## src/rtl/jt900h_shift.sv

```systemverilog
// jt900h_shift: multi-cycle shift/rotate engine for the TLCS-900H execute stage.
// Performs RLC/RRC/RL/RR/SLA/SRA/SLL/SRL on byte, word or long operands,
// one bit per enabled clock, for a count of 1..16 (cnt=0 means 16).
//
// Ports:
//   clk, rst (async, active-low), cen (clock enable)
//   start, mode[2:0], bs, ws, cnt[3:0], din[31:0], cin   - request and operands
//   busy (combinational from state), done (registered one-cen-cycle pulse)
//   dout[31:0], c, z, n, p                                - registered result and flags
//
// state  | meaning
// -------+-----------------------------------------------------------
// IDLE   | waiting for start; result and flags hold the last result
// SHIFT  | one 1-bit step per cen cycle until the count is exhausted
// DONE   | done asserted for one cen cycle; start is ignored here

module jt900h_shift (
    input  logic        clk,
    input  logic        rst,
    input  logic        cen,
    input  logic        start,
    input  logic [2:0]  mode,
    input  logic        bs,
    input  logic        ws,
    input  logic [3:0]  cnt,
    input  logic [31:0] din,
    input  logic        cin,
    output logic        busy,
    output logic        done,
    output logic [31:0] dout,
    output logic        c,
    output logic        z,
    output logic        n,
    output logic        p
);

    typedef enum logic [1:0] {ST_IDLE, ST_SHIFT, ST_DONE} state_t;
    typedef enum logic [1:0] {W_BYTE, W_WORD, W_LONG} width_t;

    localparam logic [2:0] M_RLC = 3'd0;
    localparam logic [2:0] M_RRC = 3'd1;
    localparam logic [2:0] M_RL  = 3'd2;
    localparam logic [2:0] M_RR  = 3'd3;
    localparam logic [2:0] M_SRA = 3'd5;

    state_t      state_q, state_d;
    width_t      width_q, width_d;
    logic [4:0]  cnt_q, cnt_d;
    logic [2:0]  mode_q, mode_d;
    logic [31:0] work_q, work_d;
    logic        carry_q, carry_d;
    logic        done_q, done_d;
    logic [31:0] dout_q, dout_d;
    logic        c_q, c_d;
    logic        z_q, z_d;
    logic        n_q, n_d;
    logic        p_q, p_d;

    // Active-width mask and MSB selector
    logic [31:0] mask;
    logic [31:0] top;

    always_comb begin
        mask = 32'hFFFF_FFFF;
        top  = 32'h8000_0000;
        case (width_q)
            W_BYTE: begin
                mask = 32'h0000_00FF;
                top  = 32'h0000_0080;
            end
            W_WORD: begin
                mask = 32'h0000_FFFF;
                top  = 32'h0000_8000;
            end
            default: begin
                mask = 32'hFFFF_FFFF;
                top  = 32'h8000_0000;
            end
        endcase
    end

    // One-bit step. Even modes shift left, odd modes shift right; fill is the
    // bit entering at bit0 (left) or at bit w (right).
    logic [31:0] act;
    logic [31:0] step_act;
    logic [31:0] step;
    logic        msb;
    logic        lsb;
    logic        fill;
    logic        step_carry;
    logic [31:0] res_act;

    always_comb begin
        act  = work_q & mask;
        msb  = |(work_q & top);
        lsb  = work_q[0];
        fill = 1'b0;
        case (mode_q)
            M_RLC:   fill = msb;
            M_RRC:   fill = lsb;
            M_RL:    fill = carry_q;
            M_RR:    fill = carry_q;
            M_SRA:   fill = msb;
            default: fill = 1'b0;
        endcase
        if (!mode_q[0]) begin
            step_act   = ((act << 1) | {31'b0, fill}) & mask;
            step_carry = msb;
        end else begin
            step_act   = (act >> 1) | (fill ? top : 32'b0);
            step_carry = lsb;
        end
        // Bits above the active width pass through untouched
        step    = (work_q & ~mask) | step_act;
        res_act = step & mask;
    end

    always_comb begin
        state_d = state_q;
        width_d = width_q;
        cnt_d   = cnt_q;
        mode_d  = mode_q;
        work_d  = work_q;
        carry_d = carry_q;
        done_d  = done_q;
        dout_d  = dout_q;
        c_d     = c_q;
        z_d     = z_q;
        n_d     = n_q;
        p_d     = p_q;
        if (cen) begin
            case (state_q)
                ST_IDLE: begin
                    if (start) begin
                        state_d = ST_SHIFT;
                        work_d  = din;
                        cnt_d   = (cnt == 4'd0) ? 5'd16 : {1'b0, cnt};
                        mode_d  = mode;
                        width_d = bs ? W_BYTE : (ws ? W_WORD : W_LONG);
                        carry_d = cin;
                    end
                end
                ST_SHIFT: begin
                    work_d  = step;
                    carry_d = step_carry;
                    cnt_d   = cnt_q - 5'd1;
                    // Last step: publish the result straight from the step logic
                    if (cnt_q == 5'd1) begin
                        state_d = ST_DONE;
                        done_d  = 1'b1;
                        dout_d  = step;
                        c_d     = step_carry;
                        z_d     = (res_act == 32'b0);
                        n_d     = |(step & top);
                        p_d     = ~^res_act;
                    end
                end
                ST_DONE: begin
                    state_d = ST_IDLE;
                    done_d  = 1'b0;
                end
                default: begin
                    state_d = ST_IDLE;
                    done_d  = 1'b0;
                end
            endcase
        end
    end

    always_ff @(posedge clk or negedge rst) begin
        if (!rst) begin
            state_q <= ST_IDLE;
            width_q <= W_BYTE;
            cnt_q   <= 5'd0;
            mode_q  <= 3'd0;
            work_q  <= 32'b0;
            carry_q <= 1'b0;
            done_q  <= 1'b0;
            dout_q  <= 32'b0;
            c_q     <= 1'b0;
            z_q     <= 1'b0;
            n_q     <= 1'b0;
            p_q     <= 1'b0;
        end else begin
            state_q <= state_d;
            width_q <= width_d;
            cnt_q   <= cnt_d;
            mode_q  <= mode_d;
            work_q  <= work_d;
            carry_q <= carry_d;
            done_q  <= done_d;
            dout_q  <= dout_d;
            c_q     <= c_d;
            z_q     <= z_d;
            n_q     <= n_d;
            p_q     <= p_d;
        end
    end

    assign busy = (state_q != ST_IDLE);
    assign done = done_q;
    assign dout = dout_q;
    assign c    = c_q;
    assign z    = z_q;
    assign n    = n_q;
    assign p    = p_q;

endmodule

```

## config.mk

```make
export PLATFORM = sky130hd
export DESIGN_NAME = jt900h_shift
export DESIGN_NICKNAME = d
export VERILOG_FILES = /design/src/rtl/jt900h_shift.sv
export SDC_FILE = /design/constraint.sdc
export NUM_CORES = 1
export LEC_CHECK = 0
export CAP_MARGIN = 20
export CORE_MARGIN = 2
export CORE_UTILIZATION = 30
export DETAILED_ROUTE_END_ITERATION = 8
export PLACE_DENSITY = 0.55
export SKIP_CTS_REPAIR_TIMING = 1
export SLEW_MARGIN = 20
export SYNTH_ARGS = -nofsm -noshare
export SYNTH_HDL_FRONTEND = slang
export SYNTH_SLANG_ARGS = --single-unit
```

## constraint.sdc

```tcl
create_clock -name clk -period 2.6 [get_ports clk]
set_input_delay 0.26 -clock clk [delete_from_list [all_inputs] [get_ports clk]]
set_output_delay 0.26 -clock clk [all_outputs]
set_load 0.01 [all_outputs]
```

-- Word level (Yosys, flattened, before mapping)
Index checks and enable logic that the tools add are counted.
- register bits after elaboration: 82
- bits in latches: 0
- bits in writable memories: 0
- memory bits (read-only): 0
- input port bits: 46
- output and inout bits: 38
- word-level logic and storage cells: 70
- memories: 0
- $add $sub $neg: 1
- multipliers: 0
- div/mod/pow operators: 0
- $lt $le $gt $ge: 0
- eq/ne operators: 9
- shift-type cells: 0
- muxes and demuxes: 20
- bitwise operators: 11
- reductions and logical operators: 17
- operators by type and width (operator ; count):
    32-bit bitwise AND ; 6
    32-bit case mux with 2 select lines ; 3
    32-bit two-way mux ; 3
    32-bit OR reduction ; 2
    32-bit zero test ; 1
    32-bit inverter ; 1
    31-bit by 32-bit OR with 32-bit output ; 1
    32-bit by 1-bit OR with 32-bit output ; 1
    32-bit OR ; 1
    32-bit XNOR reduction ; 1
    3-bit AND reduction ; 5
    5-bit two-way mux ; 2
    5-bit case mux with 2 select lines ; 1
    2-bit two-way mux ; 4
    3-bit by 2-bit == test with 1-bit output, second input constant ; 2
    5-bit by 1-bit == test with 1-bit output, second input constant ; 1
    5-bit by 1-bit subtractor with 5-bit output, second input constant ; 1
    2-bit by 1-bit == test with 1-bit output, second input constant ; 2
    2-bit zero test ; 2
    4-bit zero test ; 1
    2-bit != test, second input constant ; 2
    1-bit case mux with 2 select lines ; 2
    2-bit case mux with 2 select lines ; 1
    2-bit nonzero test ; 2
    other kinds (7) ; 10

-- Longest topological paths before layout
Gate-level depths: netlist of run 1.
- depth in word-level cells: 11
- mapped depth: 12
- depth with buffers taken out: 10

-- Least setup slack after synthesis of run 1
Ideal clock, no wire load.
- kind: register to register
- from: reg mode_q[1]
- to: reg p_q, in the netlist p
- data arrival time: 2193 ps
- required time: 2467 ps
- slack: 274 ps
- stages on the path, launching flop included: 10
- buffers on the path: 0
- clock period less this slack: 2326 ps
- cells stage by stage: dfrtp_1 > mux2_4 > a2111oi_4 > a2bb2oi_2 > ha_1 > xnor2_1 > xnor2_1 > xnor2_1 > xnor2_1 > o21ai_0
- cells in the longest elaborated chain, start to end: 9
- elaborated cells on any way between the ends: 16
- classes of those cells: 4 x eq/ne; 3 x mux; 5 x bitwise; 4 x reduce/logical
- ends and longest elaborated chain (item ; line ; text):
    start, declared ; 49 ; logic [2:0] mode_q, mode_d;
    start signal, assigned ; 188 ; mode_q <= mode_d;
    3-bit == test (tied with other cells) ; 98 ; case (mode_q)
    2-bit OR reduction (no line) ; n/a ;
    1-bit case mux with 3 select lines (*) ; 98 ;
    32-bit by 1-bit OR with 32-bit output / 32-bit two-way mux (equally long branches) ; 107, 110 ;
    32-bit bitwise AND / 31-bit by 32-bit OR with 32-bit output (equally long branches) ; 107, 110 ;
    32-bit two-way mux (*) ; 106 ; if (!mode_q[0]) begin
    32-bit OR (*) ; 114 ; step = (work_q & ~mask) | step_act;
    32-bit bitwise AND (*) ; 115 ; res_act = step & mask;
    32-bit XNOR reduction (*) ; 155 ; p_d = ~^res_act;
    end signal, assigned ; 196 ; p_q <= p_d;
    end, declared ; 57 ; logic p_q, p_d;
Every way passes the cells marked *; elsewhere a longest branch is shown, timed or not.
A chain may end at the register's enable or synchronous reset.

-- Final worst setup path of run 1
Ends and elaborated chain as after synthesis.

==> summary.md, run 1 <==
| Metric | Value |
|---|---|
| Outcome | finished with violations |
| Failing checks | hold timing |
| Cell area after synthesis | 4690 um^2 |
| Largest net degree at the start of global routing | 83 |
| ANT nets after route | 0 |
| Internal | 5.29 mW |
| FILL cells | 1523 |
| Final period util | 94.6% |
| WL final | 12400 um |
| Flop pwr share | 27.1% |
| Rel. slew slack | 40.5% |
| Most common cell after layout, fill and taps aside | nand2_1 |
| Crit path cell chain | mux2_4 -> a2111oi_4 -> a2bb2oi_2 -> ha_1 -> xnor2_2 -> xnor2_1 -> xnor2_1 -> xnor2_1 -> o21ai_0 |
| Peak supply drop | 721 uV |
| Top delay family on crit path | compound AO/OA/AOI/OAI gates |
| GPL Wtd Cong | 0.824 |
| WL/cell | 15.5 um |
| R2R Path Start | mode_q[1]$_DFFE_PN0P_ |
| Post-synth EDFFs | 0 |
| Syn. warnings | 0 |
| Chip height | 129 um |
| Post-route DRC | 0 |
| CTS tree | done |
| Pins over their slew limit | 0 |
| Worst hold path type | input port to asynchronous set/reset pin |
| Ant. Diodes | 0 |
| Total clock sinks | 82 |
| Final hold violations | 17 |
| Clk buf depth | 2 |
| CP endpoint kind | register |
| WP depth | 9 |
| LEAKAGE | 2.62 nW |
| Post-route core utilization | 40.6% |
| PD cells | 1410 nW/um^2 |
| Syn nets | 575 |
| DR iter-0 viols | 234 |
| Via Count | 3850 |
| Initial antenna violation count | 0 |
| WS Path Type | register to register |
| Yosys cell types | 52 |
| Final worst-path setup slack | 0.142 ns |
| Cts bufs inserted | 9 |
| Area Overhead vs Synth | 32.1% |
| Bufs and invs on worst path | 0 |
| Clock Power Share | 16.1% |
| Die area | 16600 um^2 |
| Worst Tran Pin Value | 0.889 ns |
| Crit path capture | p$_DFFE_PN0P_ |
| Worst Reg-to-Reg Cells | 9 |
| CP max FO | 4 |
| Max Freq | 407 MHz |
| Max_cap viols | 0 |
| Final setup fails | 0 |
| Die Wd | 129 um |
| Hpwl dp | 8880 um |
| Slowest cell on crit path | dfrtp_2 |
| Sw Ratio | 39.6% |
| DR pass1 iterations | 4 |
| Comb power frac | 56.7% |
| Avg Vias per Cell | 4.81 |
| Gr usage total | 15.4% |
| Min Tclk post-route | 2.46 ns |
| Initial Util | 30.7% |
| Grt ovf | 0 |
| Commonest cells after routing, fill and taps aside | nand2_1, o21ai_0, clkdlybuf4s50_1 |
| Crit. Startpoint | mode_q[1]$_DFFE_PN0P_ |
| Clk slew on worst S/H paths | 0.06 ns |
| Main synth FF type | dfrtp_1 |
| Total power | 8.76 mW |
| Core Area | 15300 um^2 |
| Area of the multi-input gates | 2500 um^2 |
| Worst endpoint data arrival time | 2.67 ns |
| Register area share after synthesis | 43.8% |
| R2r endpoint | p$_DFFE_PN0P_ |
| Proportion of layout cells with a drive suffix above 1 | 12.5% |
| Final nets | 651 |
| Root buffer cell | clkbuf_16 |
| Pre-CTS worst setup slack | 0.111 ns |
| Row cnt | 45 |
| Average size of a mapped cell | 9.18 um^2 |
| R2R Setup Slk | 0.14 ns |
| First-pass GRT wire length | 20100 um |
| Vias in the first global route | 3936 |
| Mapped Cells | 511 |
| Worst Skew | 0.00498 ns |
| CP most frequent cell | xnor2_1 |
| IO buf count | 83 |
| # IOs | 84 |
| Total area of sequential cells | 2050 um^2 |
| H-tree levels | 3 |
| Hold WS | -0.0129 ns |
| Ys async rst share | 100% |
| CP max stage delay | 0.43 ns |
| Seq cells post-synth | 82 |
| Psw | 3.47 mW |
| Worst Path Required | 2.82 ns |
| Startpoint class of the critical path | register |
| Clock Latency Late Sink | 0.34 ns |
cell usage after synthesis, drive strengths merged (6+ instances only):
master	instances	area, um^2
nor2	13	51.3
mux2	29	330
inv	6	22.5
clkbuf	18	67.6
nand2	126	473
mux2i	29	290
buf	16	88.8
xnor2	14	123
a31oi	6	37.5
dfrtp	82	2050
o21ai	103	515
ha	18	225
kinds of logic after synthesis:
group | Yosys count | synth area share (%)
buffers and inverters | 40 | 3.82
AND/OR/NAND/NOR | 161 | 14.8
adder cells (fa/ha/maj) | 18 | 4.80
XOR/XNOR | 15 | 2.80
flip-flops | 82 | 43.8
AO/OA/AOI/OAI | 137 | 16.8
multiplexers | 58 | 13.2
per-stage QoR:
| step | cells | TNS (ns) | cell area (um^2) |
|---|---|---|---|
| 2_1_floorplan | 511 | 0 | 4690 |
| 3_3_place_gp | 785 | 0 | 5810 |
| 3_5_place_dp | 785 | 0 | 5810 |
| 4_1_cts | 799 | 0 | 6130 |
| 5_1_grt | 801 | -0.00697 | 6190 |
| 6_report | 801 | 0 | 6190 |
final cells by class:
type	count	share of cell area [%]
Timing Repair Buffer	99	16.6
Sequential cell	82	33.2
Multi-Input combinational cell	389	40.3
Inverter	6	0.364
Clock inverter	2	0.970
Clock buffer	12	4.30
Tap cell	211	4.26
power groups by stage:
stage / logic [mW] / clock network [mW] / registers, mW
after floorplan: 3.33 / 0 / 2.34
after global placement: 4.78 / 0 / 2.37
after detailed placement: 4.86 / 0 / 2.40
after CTS: 4.88 / 1.44 / 2.38
after global routing: 5.57 / 1.49 / 2.46
final: 4.97 / 1.41 / 2.38
worst min path at each step:
stage / endpoint / cells after the start
3_3_place_gp: dout[11]$_DFFE_PN0P_ / 2
3_5_place_dp: dout[11]$_DFFE_PN0P_ / 2
5_1_grt: dout[10]$_DFFE_PN0P_ / 1
2_1_floorplan: c$_DFFE_PN0P_ / 0
6_report: dout[9]$_DFFE_PN0P_ / 1
4_1_cts: dout[9]$_DFFE_PN0P_ / 1
flip-flops by register name, summed over array words and instances (netlist names), 2 cells and up:
register / count
work_q: 32
dout: 32
state_q: 2
cnt_q: 5
width_q: 2
mode_q: 3
worst reg2reg max path, cell delays in order (launching register included):
cell and delay (ns):
dfrtp_2 0.43, mux2_4 0.35, a2111oi_4 0.38, a2bb2oi_2 0.23
ha_1 0.28, xnor2_2 0.15, xnor2_1 0.16, xnor2_1 0.15
xnor2_1 0.13, o21ai_0 0.08
routing by layer:
metal | track usage [%] | up-vias | wire [um]
met4 | 4.92 | 0 | 177
met1 | 21.2 | 1809 | 5870
met3 | 2.93 | 12 | 592
met2 | 24.6 | 100 | 5770
met5 | 0 | - | 0
li1 | - | 1929 | -
(Power assumes the default switching activity.)
==> run 2: changes to the inputs <==
--- a/config.mk
+++ b/config.mk
@@ -10,6 +10,7 @@
 export CORE_UTILIZATION = 30
 export DETAILED_ROUTE_END_ITERATION = 8
 export PLACE_DENSITY = 0.55
+export RECOVER_POWER = 100
 export SKIP_CTS_REPAIR_TIMING = 1
 export SLEW_MARGIN = 20
 export SYNTH_ARGS = -nofsm -noshare
==> run 2 against run 1 <==
Compared with the run above: the run ends with capacitance limit, slew limit left; non-clock buffer count stayed put; wire length is 0.18% higher; total power is 1.5% lower; clock skew hardly changed; worst hold slack better by 0.48 ns; first-iteration DRC count is 7.7% higher; die area stayed put; setup slack worse by 0.0026 ns; global-route usage stayed put; register-to-register slack hardly changed; critical path type unchanged; critical endpoint unchanged; largest cell class unchanged.
==> summary.md, run 2 (synthesis results as in run 1) <==
| Metric | Value |
|---|---|
| Outcome | finished with violations |
| Failing checks | capacitance limit, slew limit |
| Clock Latency Late Sink | 0.34 ns |
| Worst Tran Pin Value | 2.14 ns |
| Area of the multi-input gates | 2490 um^2 |
| H-tree levels | 3 |
| Final period util | 94.7% |
| Commonest cells after routing, fill and taps aside | nand2_1, o21ai_0, dfrtp_1 |
| Cts bufs inserted | 9 |
| GPL Wtd Cong | 0.824 |
| Area Overhead vs Synth | 31.4% |
| Vias in the first global route | 3936 |
| Worst endpoint data arrival time | 2.68 ns |
| Startpoint class of the critical path | register |
| Rel. slew slack | -42.7% |
| WS Path Type | register to register |
| Gr usage total | 15.4% |
| Max_cap viols | 1 |
| Psw | 3.45 mW |
| Chip height | 129 um |
| DP Cell Count | 785 |
| First-pass GRT wire length | 20100 um |
| Internal | 5.18 mW |
| Via Count | 3853 |
| Worst Path Required | 2.82 ns |
| Clk slew on worst S/H paths | 0.06 ns |
| Pins over their slew limit | 83 |
| Final worst-path setup slack | 0.139 ns |
| Die area | 16600 um^2 |
| Peak supply drop | 699 uV |
| Core Area | 15300 um^2 |
| Sw Ratio | 40.0% |
| Clk buf depth | 2 |
| Total area of sequential cells | 2050 um^2 |
| Total clock sinks | 82 |
| Min Tclk post-route | 2.46 ns |
| Hpwl dp | 8880 um |
| Avg Vias per Cell | 4.81 |
| WL final | 12400 um |
| ANT nets after route | 0 |
| Die Wd | 129 um |
| Most common cell after layout, fill and taps aside | nand2_1 |
| Row cnt | 45 |
| Final setup fails | 0 |
| Root buffer cell | clkbuf_16 |
| Finished Layout Cells | 801 |
| DR pass1 iterations | 4 |
| Flop pwr share | 27.4% |
| Pre-CTS worst setup slack | 0.111 ns |
| Ant. Diodes | 0 |
| Grt ovf | 0 |
| Largest net degree at the start of global routing | 83 |
| Max Freq | 406 MHz |
| Final nets | 651 |
| FILL cells | 1527 |
| WL/cell | 15.5 um |
| Initial Util | 30.7% |
| CP max FO | 4 |
| Proportion of layout cells with a drive suffix above 1 | 12.0% |
| DR iter-0 viols | 252 |
| LEAKAGE | 2.70 nW |
| Post-route DRC | 0 |
| IO buf count | 83 |
| PD cells | 1400 nW/um^2 |
| Worst hold path type | register to register |
| Worst Skew | 0.00449 ns |
| Clock Power Share | 16.3% |
| CP endpoint kind | register |
| Final hold violations | 0 |
| Initial antenna violation count | 0 |
| CTS tree | done |
| Comb power frac | 56.3% |
| # IOs | 84 |
run 2: cell count changes in the layout (fill, tap and decap cells not counted), moves of 2 or more:
cell and delta:
clkbuf_2 +4, clkdlybuf4s50_1 -38, buf_4 -2, dlygate4sd3_1 +38
run 2: metrics by stage:
stage	total power, mW	cell area (um^2)	hold WS [ns]	setup TNS, ns	util (%)
2_1_floorplan	5.67	4690	-0.0356	0	-
3_3_place_gp	7.15	5810	0.468	0	38.0
3_5_place_dp	7.26	5810	0.470	0	38.0
4_1_cts	8.71	6130	0.173	0	40.2
5_1_grt	9.40	6160	0.496	-0.00697	40.4
6_report	8.63	6160	0.470	0	40.4
run 2: cell type report:
cell class / count / area share [%]
multi-input combinational: 389 / 40.5
sequential: 82 / 33.3
timing repair buffer: 99 / 16.2
clock buffer: 12 / 4.33
tap: 211 / 4.29
clock inverter: 2 / 0.975
inverter: 6 / 0.366
run 2: worst max-delay path, cell delays in order, from the launching register on:
cell and delay, ns:
dfrtp_2 0.43, mux2_4 0.35, a2111oi_4 0.38, a2bb2oi_2 0.23, ha_1 0.28, xnor2_2 0.15
xnor2_1 0.16, xnor2_1 0.15, xnor2_1 0.13, o21ai_0 0.08
run 2: power groups by stage:
stage	Clock, mW	Sequential [mW]	Combinational [mW]
6_report	1.41	2.36	4.85
5_1_grt	1.49	2.45	5.45
4_1_cts	1.44	2.38	4.88
3_5_place_dp	0	2.40	4.86
3_3_place_gp	0	2.37	4.78
2_1_floorplan	0	2.34	3.33
run 2: worst paths after layout:
kind	from	end	cells after the start	slack, ns
setup / recovery	mode_q[1]$_DFFE_PN0P_	p$_DFFE_PN0P_	9	0.14
hold / removal	dout[11]$_DFFE_PN0P_	dout[11]$_DFFE_PN0P_	2	0.47
setup reg to reg	mode_q[1]$_DFFE_PN0P_	p$_DFFE_PN0P_	9	0.14
hold reg to reg	dout[11]$_DFFE_PN0P_	dout[11]$_DFFE_PN0P_	2	0.47
max in group asynchronous	rst	width_q[1]$_DFFE_PN0P_	1	0.64
min in group asynchronous	rst	dout[9]$_DFFE_PN0P_	1	0.55
run 2: metal layers:
| layer | share of wire (%) | up-vias | GRT usage [%] |
|---|---|---|---|
| met5 | 0 | - | 0 |
| met2 | 47 | 83 | 24.6 |
| li1 | - | 1925 | - |
| met4 | 1.4 | 0 | 4.92 |
| met3 | 4.4 | 12 | 2.93 |
| met1 | 47 | 1833 | 21.2 |
